[config.mk]
export PLATFORM = sky130hd
export DESIGN_NAME = generador_bit_flip
export DESIGN_NICKNAME = d
export VERILOG_FILES = /design/src/rtl/generador_bit_flip_pkg.sv /design/src/rtl/generador_bit_flip_contador_unos.sv /design/src/rtl/generador_bit_flip.sv
export SDC_FILE = /design/constraint.sdc
export NUM_CORES = 1
export LEC_CHECK = 0
export CORE_AREA = 5 5 112 72
export DETAILED_ROUTE_END_ITERATION = 10
export DIE_AREA = 0 0 117 77
export PLACE_DENSITY = 0.84
export SLEW_MARGIN = 30
export SYNTH_ARGS = -nofsm -noshare
export SYNTH_HDL_FRONTEND = slang
export SYNTH_SLANG_ARGS = --single-unit
[constraint.sdc]
create_clock -name clk -period 13.95 [get_ports clk]
set_clock_uncertainty 0.2 [all_clocks]
set_input_delay 2.79 -clock clk [delete_from_list [all_inputs] [get_ports clk]]
set_output_delay 2.79 -clock clk [all_outputs]
set_load 0.01 [all_outputs]
[src/rtl/generador_bit_flip_pkg.sv]
// Shared definitions for the bus-invert decision stage: operating modes,
// default width and a generic population-count helper.
package pkg_flipping;

    localparam int N_DEFAULT    = 16;
    localparam int MODO_UNOS    = 0;
    localparam int MODO_HAMMING = 1;
    localparam int POP_MAX_W    = 64;

    // Callers zero-extend narrower words to POP_MAX_W before counting.
    function automatic int unsigned popcount(input logic [POP_MAX_W-1:0] v);
        int unsigned c;
        c = 0;
        for (int i = 0; i < POP_MAX_W; i++) begin
            c += 32'(v[i]);
        end
        return c;
    endfunction

endpackage

[src/rtl/generador_bit_flip_contador_unos.sv]
// Combinational ones counter; the result is wide enough to hold N itself.
module contador_unos
    import pkg_flipping::*;
#(
    parameter int N = N_DEFAULT
) (
    input  logic [N-1:0]           dato,
    output logic [$clog2(N+1)-1:0] cuenta
);

    localparam int PW = $clog2(N+1);

    always_comb begin
        cuenta = PW'(popcount(POP_MAX_W'(dato)));
    end

endmodule

[src/rtl/generador_bit_flip.sv]
// Bus-invert decision stage: two-stage valid/ready pipeline that tags each
// activation with the flip bit minimising bus toggles, plus a flip counter.
module generador_bit_flip
    import pkg_flipping::*;
#(
    parameter int N    = N_DEFAULT,
    parameter int MODE = MODO_HAMMING,
    parameter int CW   = 16
) (
    input  logic          clk,
    input  logic          rst,
    input  logic          clr_stats,
    input  logic          in_valid,
    output logic          in_ready,
    input  logic [N-1:0]  input_activacion,
    output logic          out_valid,
    input  logic          out_ready,
    output logic [N-1:0]  out_activacion,
    output logic          out_f_bit,
    output logic [CW-1:0] num_flips
);

    localparam int PW = $clog2(N+1);

    logic [N-1:0]  s1_data_q, s1_data_d;
    logic          s1_valid_q, s1_valid_d;
    logic [N-1:0]  s2_data_q, s2_data_d;
    logic          s2_f_q, s2_f_d;
    logic          s2_valid_q, s2_valid_d;
    logic [N-1:0]  prev_bus_q, prev_bus_d;
    logic [CW-1:0] num_flips_q, num_flips_d;

    logic          s1_adv;
    logic [N-1:0]  operando;
    logic [PW-1:0] distancia;
    logic          f_dec;

    // Hamming mode compares against the encoded word last placed on the bus.
    always_comb begin
        operando = (MODE == MODO_HAMMING) ? (s1_data_q ^ prev_bus_q) : s1_data_q;
    end

    contador_unos #(.N(N)) u_contador_unos (
        .dato   (operando),
        .cuenta (distancia)
    );

    always_comb begin
        s1_adv   = s1_valid_q & (~s2_valid_q | out_ready);
        in_ready = ~s1_valid_q | s1_adv;
        f_dec    = (distancia > PW'(N/2));
    end

    always_comb begin
        s1_data_d   = s1_data_q;
        s1_valid_d  = s1_valid_q;
        s2_data_d   = s2_data_q;
        s2_f_d      = s2_f_q;
        s2_valid_d  = s2_valid_q;
        prev_bus_d  = prev_bus_q;
        num_flips_d = num_flips_q;

        if (in_valid && in_ready) begin
            s1_data_d  = input_activacion;
            s1_valid_d = 1'b1;
        end else if (s1_adv) begin
            s1_valid_d = 1'b0;
        end

        if (s1_adv) begin
            s2_data_d  = s1_data_q;
            s2_f_d     = f_dec;
            s2_valid_d = 1'b1;
            prev_bus_d = f_dec ? ~s1_data_q : s1_data_q;
        end else if (s2_valid_q && out_ready) begin
            s2_valid_d = 1'b0;
        end

        // Clear wins over a same-cycle increment.
        if (clr_stats) begin
            num_flips_d = '0;
        end else if (s1_adv && f_dec && (num_flips_q != '1)) begin
            num_flips_d = num_flips_q + CW'(1);
        end
    end

    always_ff @(posedge clk) begin
        if (rst) begin
            s1_data_q   <= '0;
            s1_valid_q  <= 1'b0;
            s2_data_q   <= '0;
            s2_f_q      <= 1'b0;
            s2_valid_q  <= 1'b0;
            prev_bus_q  <= '0;
            num_flips_q <= '0;
        end else begin
            s1_data_q   <= s1_data_d;
            s1_valid_q  <= s1_valid_d;
            s2_data_q   <= s2_data_d;
            s2_f_q      <= s2_f_d;
            s2_valid_q  <= s2_valid_d;
            prev_bus_q  <= prev_bus_d;
            num_flips_q <= num_flips_d;
        end
    end

    assign out_valid      = s2_valid_q;
    assign out_activacion = s2_data_q;
    assign out_f_bit      = s2_f_q;
    assign num_flips      = num_flips_q;

endmodule

==> impl_metrics.ini, run 1 <==
[outcome]
status = finished, final reports clean

[global_routing]
first_global_vias = 3018
grt_max_degree = 57
grt_overflow = 0
antenna_found_initial = 0
grt_pass1_wl_mm = 15.2
grt_use_total_pct = 21.2

[synth]
yosys_warnings = 0
synth_top_family_by_area = simple AND/OR/NAND/NOR gates
synth_compound_gate_area_share_pct = 17.5
synthAdderAreaFrac_pct = 8.24
synth_cell_types = 42
synth_top_cell_by_area = dfxtp_1
synth.area.mux_share_pct = 0.300
synth_xor_area_share_pct = 8.39
synthCells = 392
ys_ff_latch = 67
syn_avg_cell_area_um2 = 8.53
syn_nets = 429
synth_area_mm2 = 0.00334
synth_top_cell_area_share_pct = 40.1
synth_area_leaders = dfxtp_1 40%, nand2_1 9.3%, a21oi_1 6.9%
ys_seq_area_share_pct = 40.1
synthSimpleGateAreaFrac_pct = 20.9

[cells_and_area]
regArea_mm2 = 0.00134
layout_commonest_cell = nand2_1
final_nets = 472
final_cells = 531
drive_gt1_share_pct = 7.05
antenna_cells = 0
nFillCells = 540
multi_input_area_mm2 = 0.00186
syn_to_final_growth_pct = 27.6
layout_common_cells = 83 x nand2_1, 67 x dfxtp_1, 54 x clkdlybuf4s50_1

[sta]
slew_viol_final = 0
relSlewSlack_pct = 38.6
min_period_over_period_pct = 51.1
hold_viol = 0
finalCriticalPeriod_ns = 7.12
finalSetupTns_ns = 0
fin_ws_ns = 6.83
setup_viol = 0
fin_worst_hold_slack_ns = 0.255
worst_pin_slew_ns = 0.918
rsz0062_at_grt = false
fmax_mhz = 140

[drt]
postRouteAntennaNets = 0
drc = 0
drtIter0Drc = 283
routed_wl_mm = 9.12
viasPerCell = 5.78
wl_per_cell_um = 17.2
vias = 3067
drtPass1Iterations = 5

[die]
initial_core_util_pct = 48.0
num_rows = 24
core-area_mm2 = 0.00697
dieArea_mm2 = 0.00901
die_width_um = 117
die_y_um = 77
ios = 56

[setup_path]
worstPathRequired_ns = 10.96
slowest_stage = clkdlybuf4s50_1
path_class = input pin to output pin
path_common_cell = clkdlybuf4s50_1
critPathBufInv = 2
start_kind = input pin
crit_path_max_incr_delay_ns = 0.50
critPathTopFamily = buffers and inverters
cp-end-kind = output pin
cp_max_fo = 3
path_cells = clkdlybuf4s50_1 -> nor2b_1 -> nand2_1 -> clkdlybuf4s50_1
arrival_ns = 4.13

[power_and_ir_drop]
power_density_mw_per_mm2 = 200
ir_drop_mv = 0.150
clkPwrFrac_pct = 29.7
p_sw_share_pct = 38.8
switching_power_mw = 0.330
p_int_mw = 0.521
power_mw = 0.852
p_comb_share_pct = 45.0
p_leak_nw = 1.61
p_seq_share_pct = 25.3

[placement]
dp_hpwl_mm = 5.97
gp_congestion = 0.896
port_buffers = 55
place_ws_ns = 6.85
dp.cells = 515

[clocking]
clock_path_buffers = 2
cts.clk_slew.worst_paths_ns = 0.06
holdBufCountCts = 0
cts_buffers = 9
h-tree-depth = 3
cts_resized = 0
cts_root_buffer = clkbuf_16
cts_tree = built
insertion_delay_ns = 0.34
cts_setup_buffers = 0
clock-sinks = 67

[flow_run]
maxCapViolCount = 0

[worst_hold_path]
min_path_type = register to register
==> worst min-delay path: cells and delay by family (launching register included) <==
| family | cells | cell delay [ns] |
|---|---|---|
| flops | 1 | 0.31 |
| simple gates | 1 | 0.05 |
| compound gates | 1 | 0.05 |
==> state kept, by name (all words and copies together), names as in the netlist <==
| signal | cells |
|---|---|
| num_flips | 16 |
| out_activacion | 16 |
| prev_bus_q | 16 |
| s1_data_q | 16 |
| out_f_bit | 1 |
| out_valid | 1 |
| s1_valid_q | 1 |
==> final timing paths <==
kind,slack (ns),depth (start not counted),endpoint,start
worst max-delay path,6.83,4,in_ready,out_ready
worst min-delay path,0.26,2,out_activacion[0],out_activacion[0]
worst max register to register,7.90,15,prev_bus_q[1],s1_data_q[0]
worst min register to register,0.26,2,out_activacion[0],out_activacion[0]
==> synthesized netlist by cell type <==
library cell,number
nand2_1,83
dfxtp_1,67
a21oi_1,46
nor2_1,30
xnor2_1,20
clkbuf_1,19
a211oi_1,17
xor2_1,12
fa_1,10
inv_1,9
nand4_1,9
a31o_2,7
ha_1,6
and3_1,5
nand3_1,4
o31ai_1,4
or3_1,4
or4_1,4
a2111oi_0,3
and2_1,3
a31oi_1,2
a41o_1,2
buf_4,2
buf_6,2
nand4b_1,2
nor2b_1,2
o2111ai_1,2
o311ai_0,2
and4_1,1
and4b_1,1
buf_1,1
buf_2,1
mux2i_1,1
nand2b_1,1
nand3_2,1
nor4_4,1
o2111a_1,1
o211a_1,1
o211ai_1,1
o21ai_1,1
o41ai_1,1
or2_2,1
==> layer usage <==
layer  track usage, %  part of all wire [%]  up-vias
li1                 -                     -     1454
met1             29.1                    45     1487
met5                0                     0        -
met4             7.79                   2.1        0
met2             32.4                    47      106
met3             5.04                   6.0       20
==> power groups by stage <==
stage,registers [mW],clock network (mW),logic (mW)
after floorplan,0.217,0,0.299
after global placement,0.218,0,0.342
after detailed placement,0.219,0,0.364
after CTS,0.215,0.254,0.373
after global routing,0.216,0.262,0.428
final,0.215,0.253,0.384
==> layout make-up <==
type                       instances  share of cell area [%]
multi-input combinational        291                    43.7
sequential                        67                    31.4
timing repair buffer              57                    13.7
clock buffer                       9                    5.28
tap                               91                    2.67
clock inverter                     7                    2.46
inverter                           9                   0.792
==> per-stage QoR <==
step | utilization, % | instance area, um2
CTS | 61.1 | 4260
global placement | 56.0 | 3900
detailed placement | 56.4 | 3930
floorplan | - | 3340
global route | 61.2 | 4270
finish | 61.2 | 4270
==> cells by family after synthesis <==
kind of cell             count (synthesis)
AO/OA/AOI/OAI                           90
XOR/XNOR                                32
adder cells (fa/ha/maj)                 16
buffers and inverters                   34
flip-flops                              67
multiplexers                             1
AND/OR/NAND/NOR                        152
No activity file was read; power rests on OpenSTA's default activity.
==> run 2, diff against run 1 <==
--- a/config.mk
+++ b/config.mk
@@ -5,10 +5,10 @@
 export SDC_FILE = /design/constraint.sdc
 export NUM_CORES = 1
 export LEC_CHECK = 0
-export CORE_AREA = 5 5 112 72
+export CORE_AREA = 5 5 114 73
 export DETAILED_ROUTE_END_ITERATION = 10
-export DIE_AREA = 0 0 117 77
-export PLACE_DENSITY = 0.84
+export DIE_AREA = 0 0 119 78
+export PLACE_DENSITY = 0.85
 export SLEW_MARGIN = 30
 export SYNTH_ARGS = -nofsm -noshare
 export SYNTH_HDL_FRONTEND = slang
==> constraint.sdc (replaced) <==
create_clock -name clk -period 5.85 [get_ports clk]
set_clock_uncertainty 0.2 [all_clocks]
set_input_delay 1.17 -clock clk [delete_from_list [all_inputs] [get_ports clk]]
set_output_delay 1.17 -clock clk [all_outputs]
set_load 0.01 [all_outputs]
==> run 2 against run 1 <==
Non-clock buffer count is 2 higher. Clock power grew 140%. Cell area increased by 1.0%. Via count grew 2.1%. Sequential share of layout area shrank 0.31 points. Critical path type is now register to register. Critical endpoint is now num_flips[14]. Largest cell class unchanged. Highest routed layer unchanged.
==> impl_metrics.ini, run 2 (synthesis gave the netlist of run 1 again) <==
[placement]
dpl_cell_area_mm2 = 0.00395
port_buffers = 55
dp_hpwl_mm = 6.33
gp_congestion = 0.913
dp.cells = 517
place_ws_ns = 0.112

[clocking]
clock_path_buffers = 2
cts_root_buffer = clkbuf_16
cts.clk_slew.worst_paths_ns = 0.06
cts_setup_buffers = 0
insertion_delay_ns = 0.33
h-tree-depth = 3
clock-sinks = 67
holdBufCountCts = 0
cts_buffers = 9
cts_tree = built

[sta]
min_period_over_period_pct = 96.0
hold_viol = 0
worst_pin_slew_ns = 0.983
fin_ws_ns = 0.235
finalSetupTns_ns = 0
slew_viol_final = 0
relSlewSlack_pct = 34.2
setup_viol = 0
fmax_mhz = 178
rsz0062_at_grt = false
finalCriticalPeriod_ns = 5.61

[drt]
drtIter0Drc = 226
routed_wl_mm = 9.41
vias = 3132
drtPass1Iterations = 5
drc = 0
wl_per_cell_um = 17.6
viasPerCell = 5.88
postRouteAntennaNets = 0

[die]
ios = 56
dieArea_mm2 = 0.00928
num_rows = 24
die_y_um = 78
initial_core_util_pct = 47.2
die_width_um = 119
core-area_mm2 = 0.00709

[setup_path]
arrival_ns = 5.67
worst-r2r-setup-slack_ns = 0.24
critPathTopFamily = adder cells
path_cells = xor2_1 -> ha_1 -> fa_1 -> fa_1 -> fa_1 -> inv_1 -> fa_1 -> fa_1 -> fa_1 -> and4b_1 -> o21ai_1 -> o2111ai_4 -> or4_1 -> a21oi_1
slowest_stage = or4_1
ff2ff_path_depth = 14
critPathBufInv = 1
worstPathRequired_ns = 5.90
start_kind = register
endpoint = num_flips[14]
rr_endpoint = num_flips[14]
cp.depth = 14
cp-startpoint = s1_data_q[1]
cp-end-kind = register
crit_path_max_incr_delay_ns = 0.57
path_class = register to register
reg2reg_from = s1_data_q[1]
cp_max_fo = 12
path_common_cell = fa_1

[cells_and_area]
final_cells = 533
antenna_cells = 0
syn_to_final_growth_pct = 28.9
final_nets = 474
drive_gt1_share_pct = 7.47
layout_commonest_cell = nand2_1
layout_common_cells = 83 x nand2_1, 67 x dfxtp_1, 54 x clkdlybuf4s50_1
stdcell_area_mm2 = 0.00431

[global_routing]
grt_overflow = 0
grt_max_degree = 57
antenna_found_initial = 0
first_global_vias = 3009
grt_use_total_pct = 20.3
grt_pass1_wl_mm = 15.2

[power_and_ir_drop]
power_density_mw_per_mm2 = 484
power_mw = 2.09
p_leak_nw = 1.63
ir_drop_mv = 0.358

[flow_run]
maxCapViolCount = 0

[worst_hold_path]
min_path_type = register to register

[outcome]
status = finished, final reports clean
run 2: cell types whose count changed in the layout (fill, tap and decap cells not counted), sizes merged:
cell and change:
buf +2, inv -2, clkbuf +1, clkinv +1
run 2: cell type report:
| class | count | area [um2] |
|---|---|---|
| fill | 550 | 2780 |
| multi-input combinational | 291 | 1870 |
| sequential | 67 | 1340 |
| timing repair buffer | 59 | 609 |
| clock buffer | 10 | 239 |
| tap | 91 | 114 |
| clock inverter | 6 | 96.3 |
| inverter | 9 | 33.8 |
run 2: worst min-delay path: stages, from the launching register on:
cell     delay (ns)
dfxtp_1        0.31
nand2_1        0.05
a21oi_1        0.05
run 2: report_power, final:
group	switching [mW]	internal [mW]
Clock	0.214	0.390
Combinational	0.560	0.410
Sequential	0.0271	0.486
Total	0.801	1.29
run 2: through the flow:
step           util, %  hold slack [ns]
2_1_floorplan        -            0.280
3_3_place_gp      55.1            0.246
3_5_place_dp      55.7            0.246
4_1_cts           60.5            0.255
5_1_grt           60.8            0.270
6_report          60.8            0.256
run 2: how the worst min path moves through the flow:
stage | start | end | slack (ns) | depth (start not counted)
4_1_cts | out_f_bit | out_f_bit | 0.25 | 2
3_3_place_gp | out_activacion[6] | out_activacion[6] | 0.25 | 2
5_1_grt | out_f_bit | out_f_bit | 0.27 | 2
2_1_floorplan | s1_data_q[0] | out_activacion[0] | 0.28 | 2
6_report | out_f_bit | out_f_bit | 0.26 | 2
3_5_place_dp | out_f_bit | out_f_bit | 0.25 | 2
run 2: timing repair:
| action | in CTS | in global routing |
|---|---|---|
| hold endpoints to repair | 0 | 0 |
| resized for setup | 0 | 3 |
| endpoints found under the setup margin | 0 | 8 |
run 2: layer usage:
| metal | vias to the layer above | GRT usage (%) | routed length, um |
|---|---|---|---|
| met1 | 1506 | 28.2 | 4320 |
| li1 | 1455 | - | - |
| met4 | 0 | 7.98 | 232 |
| met5 | - | 0 | 0 |
| met3 | 31 | 5.38 | 644 |
| met2 | 140 | 30.1 | 4210 |
==> run 3, diff against run 2 <==
--- a/config.mk
+++ b/config.mk
@@ -5,10 +5,11 @@
 export SDC_FILE = /design/constraint.sdc
 export NUM_CORES = 1
 export LEC_CHECK = 0
-export CORE_AREA = 5 5 114 73
+export CORE_AREA = 5 5 112 72
+export CTS_BUF_LIST = sky130_fd_sc_hd__clkbuf_2 sky130_fd_sc_hd__clkbuf_4 sky130_fd_sc_hd__clkbuf_8
 export DETAILED_ROUTE_END_ITERATION = 10
-export DIE_AREA = 0 0 119 78
-export PLACE_DENSITY = 0.85
+export DIE_AREA = 0 0 117 77
+export PLACE_DENSITY = 0.87
 export SLEW_MARGIN = 30
 export SYNTH_ARGS = -nofsm -noshare
 export SYNTH_HDL_FRONTEND = slang
==> constraint.sdc (replaced) <==
create_clock -name clk -period 4.5 [get_ports clk]
set_clock_uncertainty 0.2 [all_clocks]
set_input_delay 0.9 -clock clk [delete_from_list [all_inputs] [get_ports clk]]
set_output_delay 0.9 -clock clk [all_outputs]
set_load 0.01 [all_outputs]
==> run 3 against run 2 <==
The flow now finishes with violations (negative setup slack). Global-route usage grew 2.0 points. Highest routed layer unchanged. Die area shrank 2.9%. Final cell count grew 3.8%. Maximum frequency grew 10%. Via count grew 2.9%. Wire length grew 3.0%. Sequential cell count is the same. Cell area grew 3.2%. Largest power group unchanged. Register-to-register slack lost 0.83 ns. Combinational power grew 69%. First-iteration DRC count grew 25%. Power grew 35%.
==> impl_metrics.ini, run 3 (synthesis gave the netlist of run 1 again) <==
[drt]
drtPass1Iterations = 6
drtIter0Drc = 282
drc = 0
viasPerCell = 5.83
postRouteAntennaNets = 0
wl_per_cell_um = 17.5
routed_wl_mm = 9.69
vias = 3224

[clocking]
h-tree-depth = 3
cts_tree = built
clock-sinks = 67
cts.clk_slew.worst_paths_ns = 0.08
clock_path_buffers = 2
insertion_delay_ns = 0.35
cts_buffers = 9
cts_root_buffer = clkbuf_8
holdBufCountCts = 0

[cells_and_area]
layout_common_cells = 83 x nand2_1, 63 x dfxtp_1, 54 x clkdlybuf4s50_1
drive_gt1_share_pct = 16.2
syn_to_final_growth_pct = 33.1
layout_commonest_cell = nand2_1
stdcell_area_mm2 = 0.00445
final_nets = 494
antenna_cells = 0
final_cells = 553

[die]
initial_core_util_pct = 48.0
die_width_um = 117
dieArea_mm2 = 0.00901
num_rows = 24
core-area_mm2 = 0.00697
ios = 56
die_y_um = 77

[placement]
dp.cells = 530
dp_hpwl_mm = 6.40
port_buffers = 55
gp_congestion = 0.957
dpl_cell_area_mm2 = 0.00405

[setup_path]
cp-startpoint = prev_bus_q[1]
worst-r2r-setup-slack_ns = -0.59
reg2reg_from = prev_bus_q[1]
start_kind = register
ff2ff_path_depth = 14
rr_endpoint = prev_bus_q[1]
cp_max_fo = 24
cp-end-kind = register
worstPathRequired_ns = 4.54
arrival_ns = 5.14
path_class = register to register

[worst_hold_path]
whs_path_depth = 2
hold_path.startpoint = out_activacion[14]
min_path_type = register to register
min_to = out_activacion[14]

[sta]
finalCriticalPeriod_ns = 5.09
fmax_mhz = 196
min_period_over_period_pct = 113
setup_viol = 33
hold_viol = 0
relSlewSlack_pct = 45.5
slew_viol_final = 0
rsz0062_at_grt = true
worst_pin_slew_ns = 0.796
fin_ws_ns = -0.592

[outcome]
status = finished with violations
violations = negative setup slack

[flow_run]
maxCapViolCount = 0

[global_routing]
grt_pass1_wl_mm = 15.8
grt_max_degree = 57
first_global_vias = 3192
grt_overflow = 0
antenna_found_initial = 0
grt_use_total_pct = 22.3

[power_and_ir_drop]
p_leak_nw = 1.68
power_density_mw_per_mm2 = 635
ir_drop_mv = 0.557
==> run 3: cell count changes in the layout (fill, tap and decap cells not counted), moves of 3 or more <==
| cell | change |
|---|---|
| buf_4 | +17 |
| dfxtp_1 | -4 |
| clkbuf_8 | +8 |
| a21oi_1 | -4 |
| clkbuf_16 | -9 |
| buf_6 | +3 |
| a21oi_2 | +4 |
| dfxtp_2 | +4 |
==> run 3: area by class of cell <==
cell class	count	area, um2
tap	91	114
sequential	67	1350
timing repair buffer	78	748
clock buffer	10	131
clock inverter	6	73.8
inverter	9	33.8
multi-input combinational	292	2000
fill	538	2520
==> run 3: what timing repair did <==
action	CTS	global route
pin swaps	5	1
gates cloned	1	0
setup endpoints to repair	33	33
resized for setup	14	12
setup buffers	5	1
==> run 3: power breakdown <==
part	switching, mW	total, mW	internal (mW)
clock	0.249	0.518	0.269
combinational	0.866	1.64	0.776
sequential	0.0313	0.663	0.632
total	1.15	2.82	1.68
==> run 3: layer usage <==
| metal | vias to the layer above | global-route usage, % | share of wire [%] |
|---|---|---|---|
| li1 | 1501 | - | - |
| met1 | 1535 | 29.6 | 42 |
| met2 | 158 | 32.9 | 46 |
| met3 | 30 | 8.73 | 9.5 |
| met4 | 0 | 7.67 | 2.3 |
| met5 | - | 0 | 0 |
==> run 3: how the worst max path moves through the flow <==
stage | depth (start not counted) | to | slack [ns]
global placement | 14 | num_flips[15] | -0.44
CTS | 15 | prev_bus_q[11] | -0.58
floorplan | 16 | prev_bus_q[5] | -0.39
global route | 14 | prev_bus_q[3] | -0.74
detailed placement | 14 | num_flips[15] | -0.64
finish | 14 | prev_bus_q[1] | -0.59
==> run 3: critical path: stages, from the launching register on <==
cell	delay [ns]
dfxtp_2	0.33
xor2_1	0.15
ha_1	0.30
fa_1	0.51
fa_1	0.44
fa_1	0.49
inv_1	0.05
fa_1	0.45
fa_2	0.37
fa_2	0.57
nand4_1	0.28
o2111a_2	0.32
buf_12	0.18
xnor2_1	0.13
a211oi_1	0.22
==> run 3: per-stage QoR <==
step | hold slack, ns | worst slack [ns] | power [mW] | setup TNS (ns) | utilization (%)
2_1_floorplan | 0.264 | -0.390 | 1.70 | -10.49 | -
3_3_place_gp | 0.246 | -0.441 | 1.88 | -13.39 | 58.1
3_5_place_dp | 0.249 | -0.642 | 1.98 | -17.74 | 58.1
4_1_cts | 0.260 | -0.585 | 2.71 | -16.16 | 62.7
5_1_grt | 0.288 | -0.738 | 3.01 | -22.04 | 63.8
6_report | 0.257 | -0.592 | 2.82 | -17.18 | 63.8
